File: src/rtl/mem_port_arbiter.sv
// Memory port arbiter: CPU has absolute priority, the aux requester fills idle slots.
// Optional macro ARB_FORCE_GRANT_EN adds cpu_stall and forces a grant once aux is starved.
module mem_port_arbiter #(
   parameter int AW       = 9,
   parameter int DW       = 16,
   parameter int MAX_WAIT = 15
) (
   input  logic          clk,
   input  logic          reset,
   input  logic [1:0]    cpu_cmd,
   input  logic [AW-1:0] cpu_addr,
   input  logic [DW-1:0] cpu_wdata,
   output logic [DW-1:0] cpu_rdata,
   input  logic          aux_req,
   input  logic          aux_we,
   input  logic [AW-1:0] aux_addr,
   input  logic [DW-1:0] aux_wdata,
   output logic          aux_busy,
   output logic          aux_ack,
   output logic [DW-1:0] aux_rdata,
   output logic          aux_starved,
`ifdef ARB_FORCE_GRANT_EN
   output logic          cpu_stall,
`endif
   output logic [1:0]    mem_cmd,
   output logic [AW-1:0] mem_addr,
   output logic [DW-1:0] mem_wdata,
   input  logic [DW-1:0] mem_rdata
);

   localparam logic [1:0] CMD_NONE = 2'b00;
   localparam logic [1:0] CMD_RD   = 2'b01;
   localparam logic [1:0] CMD_WR   = 2'b10;
   localparam logic [7:0] MAXW     = 8'(MAX_WAIT);

   typedef enum logic [1:0] {IDLE, PEND, ACK} state_t;

   state_t        state_q, state_d;
   logic          we_q, we_d;
   logic [AW-1:0] addr_q, addr_d;
   logic [DW-1:0] wdata_q, wdata_d;
   logic [DW-1:0] rdata_q, rdata_d;
   logic [7:0]    wait_q, wait_d;
   logic          starved_q;
   logic          cpu_act;
   logic          force_g;
   logic          aux_own;

   assign cpu_act = (cpu_cmd == CMD_RD) || (cpu_cmd == CMD_WR);

`ifdef ARB_FORCE_GRANT_EN
   assign force_g   = (wait_q >= MAXW);
   assign cpu_stall = aux_own && cpu_act;
`else
   assign force_g   = 1'b0;
`endif

   always_comb begin
      state_d = state_q;
      we_d    = we_q;
      addr_d  = addr_q;
      wdata_d = wdata_q;
      rdata_d = rdata_q;
      wait_d  = wait_q;
      aux_own = 1'b0;
      unique case (state_q)
         IDLE: begin
            if (aux_req) begin
               we_d    = aux_we;
               addr_d  = aux_addr;
               wdata_d = aux_wdata;
               state_d = PEND;
            end
         end
         PEND: begin
            if (!cpu_act || force_g) begin
               aux_own = 1'b1;
               if (!we_q) rdata_d = mem_rdata;
               state_d = ACK;
            end else if (wait_q != 8'hFF) begin
               wait_d = wait_q + 8'd1;
            end
         end
         ACK: begin
            state_d = IDLE;
            wait_d  = 8'd0;
         end
         default: state_d = IDLE;
      endcase
   end

   // Port mux: the latched aux command only appears in its granted cycle
   always_comb begin
      mem_cmd   = cpu_act ? cpu_cmd : CMD_NONE;
      mem_addr  = cpu_addr;
      mem_wdata = cpu_wdata;
      if (aux_own) begin
         mem_cmd   = we_q ? CMD_WR : CMD_RD;
         mem_addr  = addr_q;
         mem_wdata = wdata_q;
      end
   end

   always_ff @(posedge clk or posedge reset) begin
      if (reset) begin
         state_q   <= IDLE;
         we_q      <= 1'b0;
         addr_q    <= '0;
         wdata_q   <= '0;
         rdata_q   <= '0;
         wait_q    <= 8'd0;
         starved_q <= 1'b0;
      end else begin
         state_q   <= state_d;
         we_q      <= we_d;
         addr_q    <= addr_d;
         wdata_q   <= wdata_d;
         rdata_q   <= rdata_d;
         wait_q    <= wait_d;
         starved_q <= (wait_d >= MAXW);
      end
   end

   assign cpu_rdata   = mem_rdata;
   assign aux_busy    = (state_q != IDLE);
   assign aux_ack     = (state_q == ACK);
   assign aux_rdata   = rdata_q;
   assign aux_starved = starved_q;

endmodule

File: config.mk
export PLATFORM = sky130hd
export DESIGN_NAME = mem_port_arbiter
export DESIGN_NICKNAME = d
export VERILOG_FILES = /design/src/rtl/mem_port_arbiter.sv
export SDC_FILE = /design/constraint.sdc
export NUM_CORES = 1
export LEC_CHECK = 0
export CAP_MARGIN = 10
export CORE_AREA = 2 2 109 69
export CTS_CLUSTER_DIAMETER = 60
export DETAILED_ROUTE_END_ITERATION = 7
export DIE_AREA = 0 0 111 71
export PLACE_DENSITY = 0.91
export SYNTH_ARGS = -nofsm -noshare
export SYNTH_HDL_FRONTEND = slang
export SYNTH_SLANG_ARGS = --single-unit
File: constraint.sdc
create_clock -name clk -period 3.2 [get_ports clk]
set_input_delay 0.96 -clock clk [delete_from_list [all_inputs] [get_ports clk]]
set_output_delay 0.96 -clock clk [all_outputs]
set_load 0.005 [all_outputs]
==> out/qor.txt, run 1 <==
initial antenna violation count: 0
largest cells by area after synthesis: dfrtp_1 48%, mux2_2 28%, buf_4 4.6%
CTS Hold Buffers Added: 0
Final GP Congestion: 0.823
final worst-path setup slack: 77.9 ps
yosys synthesis warning count: 0
WP buf/inv: 5
initial DRC count: 98
Int Pwr: 2.16 mW
Mean Syn Cell Area: 12.7 sq um
crit-path leading delay family: buffers and inverters
pre-CTS setup slack: -638 ps
PortBufs: 133
Die H: 71 um
initial core utilization: 39.8%
number of flops mapped to enable cells by yosys: 0
worst rel slew slack: 67.1%
Hold Path Class: flip-flop to flip-flop
Sw Pwr: 0.955 mW
DP Cell Count: 428
Fin. Hold Viols: 0
nets: 428
most common cell in the netlist: mux2_2
slowest CP cell: mux2_2
Post-synth ARST share: 100%
Final Cycle Share: 97.6%
routed wire length: 7.20 mm
Reg power frac: 35.9%
Ant. Diodes: 0
CTS root buf: clkbuf_16
Seq cells post-synth: 53
FP Rows: 24
htree depth: 2
CP Cell Sequence: buf_2 > inv_2 > ha_4 > nand2_8 > buf_6 > buf_12 > mux2_2 > buf_2
DP HPWL: 5.30 mm
first-pass GRT wire length: 11.8 mm
Worst setup SP type: input pin
largest stage delay on the critical path: 340 ps
vias after detailed routing: 2,194
Die ar.: 0.00788 sq mm
most frequent CP cell: buf_2
clock group share of total power: 17.4%
outcome: completed
drt drc: 0
Core Footprint: 0.00694 sq mm
DIE WIDTH: 111 um
Routed Antenna Nets: 0
switching part of the total: 30.7%
CTS tree: built
Worst-path clk slew: 70 ps
top-area cell type share of the netlist area: 48.1%
Tightest Pin Transition: 492 ps
Clock Latency Late Sink: 290 ps
Post-Synthesis Cells: 218
final core occ: 61.7%
Ports: 134
Post-Syn Area: 0.00276 sq mm
largest net degree at the start of global routing: 26
fin crit period: 3120 ps
Yosys top cell by area: dfrtp_1
non-filler cells, final: 441
# clock sinks: 53
unrepaired setup endpoints after global routing: no
Vias/cell: 4.98
Max-Cap Viols: 0
Fin Clk Skew: 7.87 ps
Critical Path End Type: output pin
vias in the first global route: 2,290
fmax: 0.320 GHz
PD cells: 727 mW/mm^2
Crit Path Category: input pin to output pin
Leak Pwr: 1.87 nW
Num CTS Buffers: 5
CTS Buffer Depth: 2
Synth Net Count: 297
Synth cell types: 37
combinational share of power: 46.7%
GR Overflow Total: 0
WL/cell: 16.3 um
Final Setup Violations: 0
DRT Pass-1 Iters: 4
Peak VDD IR: 0.357 mV
Total Routing Usage GR: 18.7%
critical path fanouts, max: 6
Seq/Total Area, Yosys: 48.1%
layout cells sized above 1: 36.0%
Pins Over Slew Limit: 0
synthesis-to-finish area growth: 55.2%
CP required: 2240 ps
Total Neg Setup Slack: 0 ps
Register-to-Register Setup Slack: 1210 ps
Synth top cells by count: 68 x mux2_2, 53 x dfrtp_1, 17 x buf_4, 8 x inv_1
arrival time worst endpoint: 2160 ps
prevailing post-synth register cell: dfrtp_1
==> power by group through the flow <==
stage | Sequential [mW] | Clock (mW) | Combinational, mW
2_1_floorplan | 1.09 | 0 | 0.758
3_3_place_gp | 1.12 | 0 | 1.39
3_5_place_dp | 1.13 | 0 | 1.44
4_1_cts | 1.12 | 0.549 | 1.46
5_1_grt | 1.16 | 0.581 | 1.57
6_report | 1.12 | 0.542 | 1.45
==> sequential cells by signal, indices dropped and copies added, names as in the netlist <==
signal and count:
addr_q 9, aux_rdata 16, aux_starved 1, state_q 2, wait_q 8, wdata_q 16
we_q 1
==> final timing paths <==
check	depth (start not counted)	start	end
min	1	aux_rdata[14]$_DFFE_PP0P_	aux_rdata[14]$_DFFE_PP0P_
max reg2reg	6	wait_q[0]$_DFF_PP0_	aux_starved$_DFF_PP0_
max	8	cpu_cmd[0]	mem_addr[8]
max in group asynchronous	3	reset	wdata_q[14]$_DFFE_PP0P_
min reg2reg	1	aux_rdata[14]$_DFFE_PP0P_	aux_rdata[14]$_DFFE_PP0P_
min in group asynchronous	2	reset	aux_rdata[1]$_DFFE_PP0P_
==> area by class of cell <==
cell class / count / area (sq um)
clock buffers: 5 / 125
clock inverters: 3 / 21.3
fillers: 545 / 2660
inverters: 8 / 30.0
multi-input cells: 133 / 1260
flip-flops and latches: 53 / 1330
well taps: 91 / 114
repair buffers: 148 / 1400
==> per-layer routing <==
layer | part of all wire (%) | wire length [um] | GRT usage [%] | vias up
met5 | 0 | 0 | 0 | -
met4 | 1.6 | 114 | 4.03 | 0
met3 | 7.5 | 542 | 6.08 | 11
met2 | 47 | 3420 | 32.3 | 98
met1 | 43 | 3130 | 23.2 | 1064
li1 | - | - | - | 1021
==> placed cells by master, fill, tap and decap left out, types with 2 or more instances in the layout <==
cell             synthesis  layout
buf_2                    4      27
buf_12                   0       4
buf_16                   0       2
clkbuf_16                0       5
nor2_1                   7       7
nand3b_1                 2       2
dfrtp_1                 53      53
nand2_1                  7       7
o21ai_0                  7       7
inv_1                    8       6
clkdlybuf4s50_1          0     104
nand2b_1                 3       3
inv_2                    0       2
nand3_1                  4       4
and3_1                   2       2
mux2_2                  68      67
buf_4                   17       8
a21oi_1                  3       3
and2_1                   2       2
ha_1                     7       6
mux2i_1                  2       2
==> worst register-to-register path, stage by stage (launching register included) <==
cell and delay, ps:
dfrtp_1 430, ha_1 280, nand4_2 190, o211ai_1 420, mux2i_1 310, o2111ai_1 160, nand4bb_1 130
==> per-stage QoR <==
| stage | area [sq um] | total power [mW] | hold slack (ps) |
|---|---|---|---|
| floorplan | 2760 | 1.85 | 475 |
| global placement | 4140 | 2.51 | 485 |
| detailed placement | 4140 | 2.56 | 490 |
| CTS | 4290 | 3.12 | 508 |
| global route | 4280 | 3.31 | 519 |
| finish | 4280 | 3.11 | 504 |
==> cell families after synthesis <==
group	after synthesis	share of synthesized area [%]
buf+inv	32	7.12
simple gates	36	8.12
compound gates	20	5.03
fa+ha+maj	7	3.17
mux	70	28.5
flops	53	48.1
==> what timing repair did <==
| action | in CTS | in global routing |
|---|---|---|
| setup endpoints to repair | 27 | 19 |
| gates resized for setup | 116 | 4 |
| buffers inserted | 4 | 0 |
| pin swaps | 2 | 1 |
| cloned | 2 | 0 |
(Power assumes the default switching activity.)
==> inputs of run 2 (changes only) <==
--- a/config.mk
+++ b/config.mk
@@ -6,11 +6,12 @@
 export NUM_CORES = 1
 export LEC_CHECK = 0
 export CAP_MARGIN = 10
-export CORE_AREA = 2 2 109 69
+export CORE_AREA = 2 2 108 68
+export CTS_BUF_LIST = sky130_fd_sc_hd__clkbuf_8
 export CTS_CLUSTER_DIAMETER = 60
 export DETAILED_ROUTE_END_ITERATION = 7
-export DIE_AREA = 0 0 111 71
-export PLACE_DENSITY = 0.91
+export DIE_AREA = 0 0 110 70
+export PLACE_DENSITY = 0.92
 export SYNTH_ARGS = -nofsm -noshare
 export SYNTH_HDL_FRONTEND = slang
 export SYNTH_SLANG_ARGS = --single-unit
==> run 2 against run 1 <==
Compared with the run above:
- core utilization up 0.81 points
- hold slack improved by 11 ps
- routed wire length shrank 0.28%
- sequential power barely moved
- design area rose by 0.44%
- sequential share of layout area is 0.14 points lower
- global-route usage up 0.26 points
==> out/qor.txt, run 2 (same netlist as run 1, synthesis figures left out) <==
largest net degree at the start of global routing: 27 (+3.8%)
Critical R2R Launch: state_q[0]$_DFFE_PP0P_
leading cell type in the layout, fill and taps excluded: clkdlybuf4s50_1
drt drc: 0 (unchanged)
GR Overflow Total: 0 (unchanged)
unrepaired setup endpoints after global routing: no
CTS tree: built
synthesis-to-finish area growth: 55.9%
final worst-path setup slack: 41.8 ps (-36.1 ps)
fin crit period: 3160 ps (+36.1 ps)
vias in the first global route: 2,282 (-0.35%)
worst rel slew slack: 55.0% (-12 points)
DIE WIDTH: 110 um (-0.90%)
worst hold endpoint: aux_rdata[4]$_DFFE_PP0P_
Fin. Hold Viols: 0 (unchanged)
htree depth: 2 (unchanged)
pre-CTS setup slack: -677 ps (-38.4 ps)
Clock Latency Late Sink: 300 ps (about the same)
outcome: completed
Core Footprint: 0.00688 sq mm (-0.87%)
Max-Cap Viols: 0 (unchanged)
DRT Pass-1 Iters: 4 (unchanged)
fillcell total: 518 (-5.0%)
Tightest Pin Transition: 673 ps (+182 ps)
initial core utilization: 40.1% (+0.35 points)
# clock sinks: 53 (unchanged)
Worst setup SP type: input pin
CTS Buffer Depth: 2 (unchanged)
Num CTS Buffers: 5 (unchanged)
hold path start: aux_rdata[4]$_DFFE_PP0P_
Final Setup Violations: 0 (unchanged)
WP buf/inv: 4 (-1)
PortBufs: 133 (unchanged)
initial DRC count: 91 (-7.1%)
Critical Path End Type: output pin
hold path depth: 1 (unchanged)
CTS root buf: clkbuf_8
Vias/cell: 4.97 (about the same)
final core occ: 62.5% (+0.81 points)
slowest CP cell: ha_4
crit-path leading delay family: buffers and inverters
layout cells sized above 1: 28.7% (-7.3 points)
Final Cycle Share: 98.7% (+1.1 points)
highest-count cells in the layout ignoring fill and taps: 104 x clkdlybuf4s50_1, 67 x mux2_2, 53 x dfrtp_1, 17 x clkdlybuf4s15_1
Crit Path Category: input pin to output pin
CP Cell Sequence: buf_4 > ha_4 > nand2_8 > buf_12 > buf_16 > mux2_2 > clkdlybuf4s15_1
Routed Antenna Nets: 0 (unchanged)
Peak VDD IR: 0.337 mV (-5.6%)
routed wire length: 7.18 mm (-0.28%)
initial antenna violation count: 0 (unchanged)
Die ar.: 0.00770 sq mm (-2.3%)
largest stage delay on the critical path: 290 ps (-50 ps)
FP Rows: 24 (unchanged)
Hold Path Class: flip-flop to flip-flop
WL/cell: 16.4 um (+0.18%)
Total Routing Usage GR: 18.9% (+0.26 points)
Leak Pwr: 1.85 nW (-1.2%)
Final Cell Area: 0.00430 sq mm (+0.44%)
Ant. Diodes: 0 (unchanged)
Register-to-Register Setup Slack: 1110 ps (-100 ps)
Die H: 70 um (-1.4%)
fmax: 0.317 GHz (-1.1%)
Ports: 134 (unchanged)
worst reg2reg path depth: 6 (unchanged)
Final GP Congestion: 0.830 (+0.86%)
Reg2Reg Capture Point: aux_starved$_DFF_PP0_
CP required: 2240 ps (about the same)
Area after DPL: 0.00412 sq mm (-0.36%)
PD cells: 689 mW/mm^2 (-5.2%)
arrival time worst endpoint: 2200 ps (+40 ps)
critical path fanouts, max: 6 (unchanged)
nets: 426 (-0.47%)
vias after detailed routing: 2,183 (-0.50%)
first-pass GRT wire length: 11.2 mm (-4.9%)
Worst-path clk slew: 100 ps (+30 ps)
DP HPWL: 5.47 mm (+3.2%)
Fin Clk Skew: 8.90 ps (+1.04 ps)
Pins Over Slew Limit: 0 (unchanged)
[run 2: changes by cell type in the layout (fill, tap and decap cells not counted)]
| cell | change |
|---|---|
| buf_12 | -1 |
| buf_16 | -1 |
| buf_2 | -26 |
| buf_6 | +3 |
| clkbuf_16 | -5 |
| clkbuf_8 | +5 |
| clkdlybuf4s15_1 | +16 |
| clkdlybuf4s15_2 | -1 |
| dlygate4sd2_1 | +8 |
[run 2: final cells by class]
type	instances	area [sq um]	share of cell area, %
Sequential cell	53	1330	30.8
Clock buffer	5	68.8	1.60
Multi-Input combinational cell	133	1260	29.3
Timing Repair Buffer	146	1480	34.4
Tap cell	91	114	2.65
Inverter	8	30.0	0.698
Clock inverter	3	21.3	0.495
[run 2: metrics by stage]
step	std cells	power, mW	TNS [ps]	hold slack, ps
final	439	2.96	0	515
after global routing	439	3.16	0	534
after CTS	440	3.01	0	517
after detailed placement	426	2.57	-17580	493
after global placement	426	2.49	-16280	484
after floorplan	218	1.85	0	475
[run 2: how the worst max path moves through the flow]
stage / to / depth (start not counted) / slack, ps / start
after floorplan: mem_wdata[10] / 5 / 220 / cpu_cmd[0]
after global placement: mem_addr[4] / 7 / -620 / cpu_cmd[0]
after detailed placement: mem_wdata[10] / 7 / -680 / cpu_cmd[0]
after CTS: mem_wdata[11] / 8 / 6 / cpu_cmd[1]
after global routing: mem_wdata[8] / 7 / 7 / cpu_cmd[1]
final: mem_wdata[8] / 7 / 40 / cpu_cmd[1]
[run 2: power breakdown]
part	switching [mW]	internal (mW)	total (mW)
combinational	0.548	0.913	1.46
clock	0.225	0.156	0.381
sequential	0.160	0.962	1.12
total	0.934	2.03	2.96
[run 2: repair_timing]
item                       in CTS  in global routing
setup buffers                   4                  0
hold buffers                    0                  0
pin swaps                       1                  1
setup endpoints to repair      27                  5
gates resized for setup        66                  3
cloned                          2                  0
[run 2: layer usage]
metal	vias up	global-route usage, %	share of wire, %
met5	-	0	0
met3	14	5.32	8.3
met2	100	32.6	48
met1	1049	22.9	42
met4	0	5.63	2.0
li1	1020	-	-
==> inputs of run 3 (changes only) <==
--- a/config.mk
+++ b/config.mk
@@ -9,6 +9,7 @@
 export CORE_AREA = 2 2 108 68
 export CTS_BUF_LIST = sky130_fd_sc_hd__clkbuf_8
 export CTS_CLUSTER_DIAMETER = 60
+export CTS_CLUSTER_SIZE = 16
 export DETAILED_ROUTE_END_ITERATION = 7
 export DIE_AREA = 0 0 110 70
 export PLACE_DENSITY = 0.92
==> results of run 3 <==
Same layout as run 2: the final DEF is identical, and so are final timing and power.
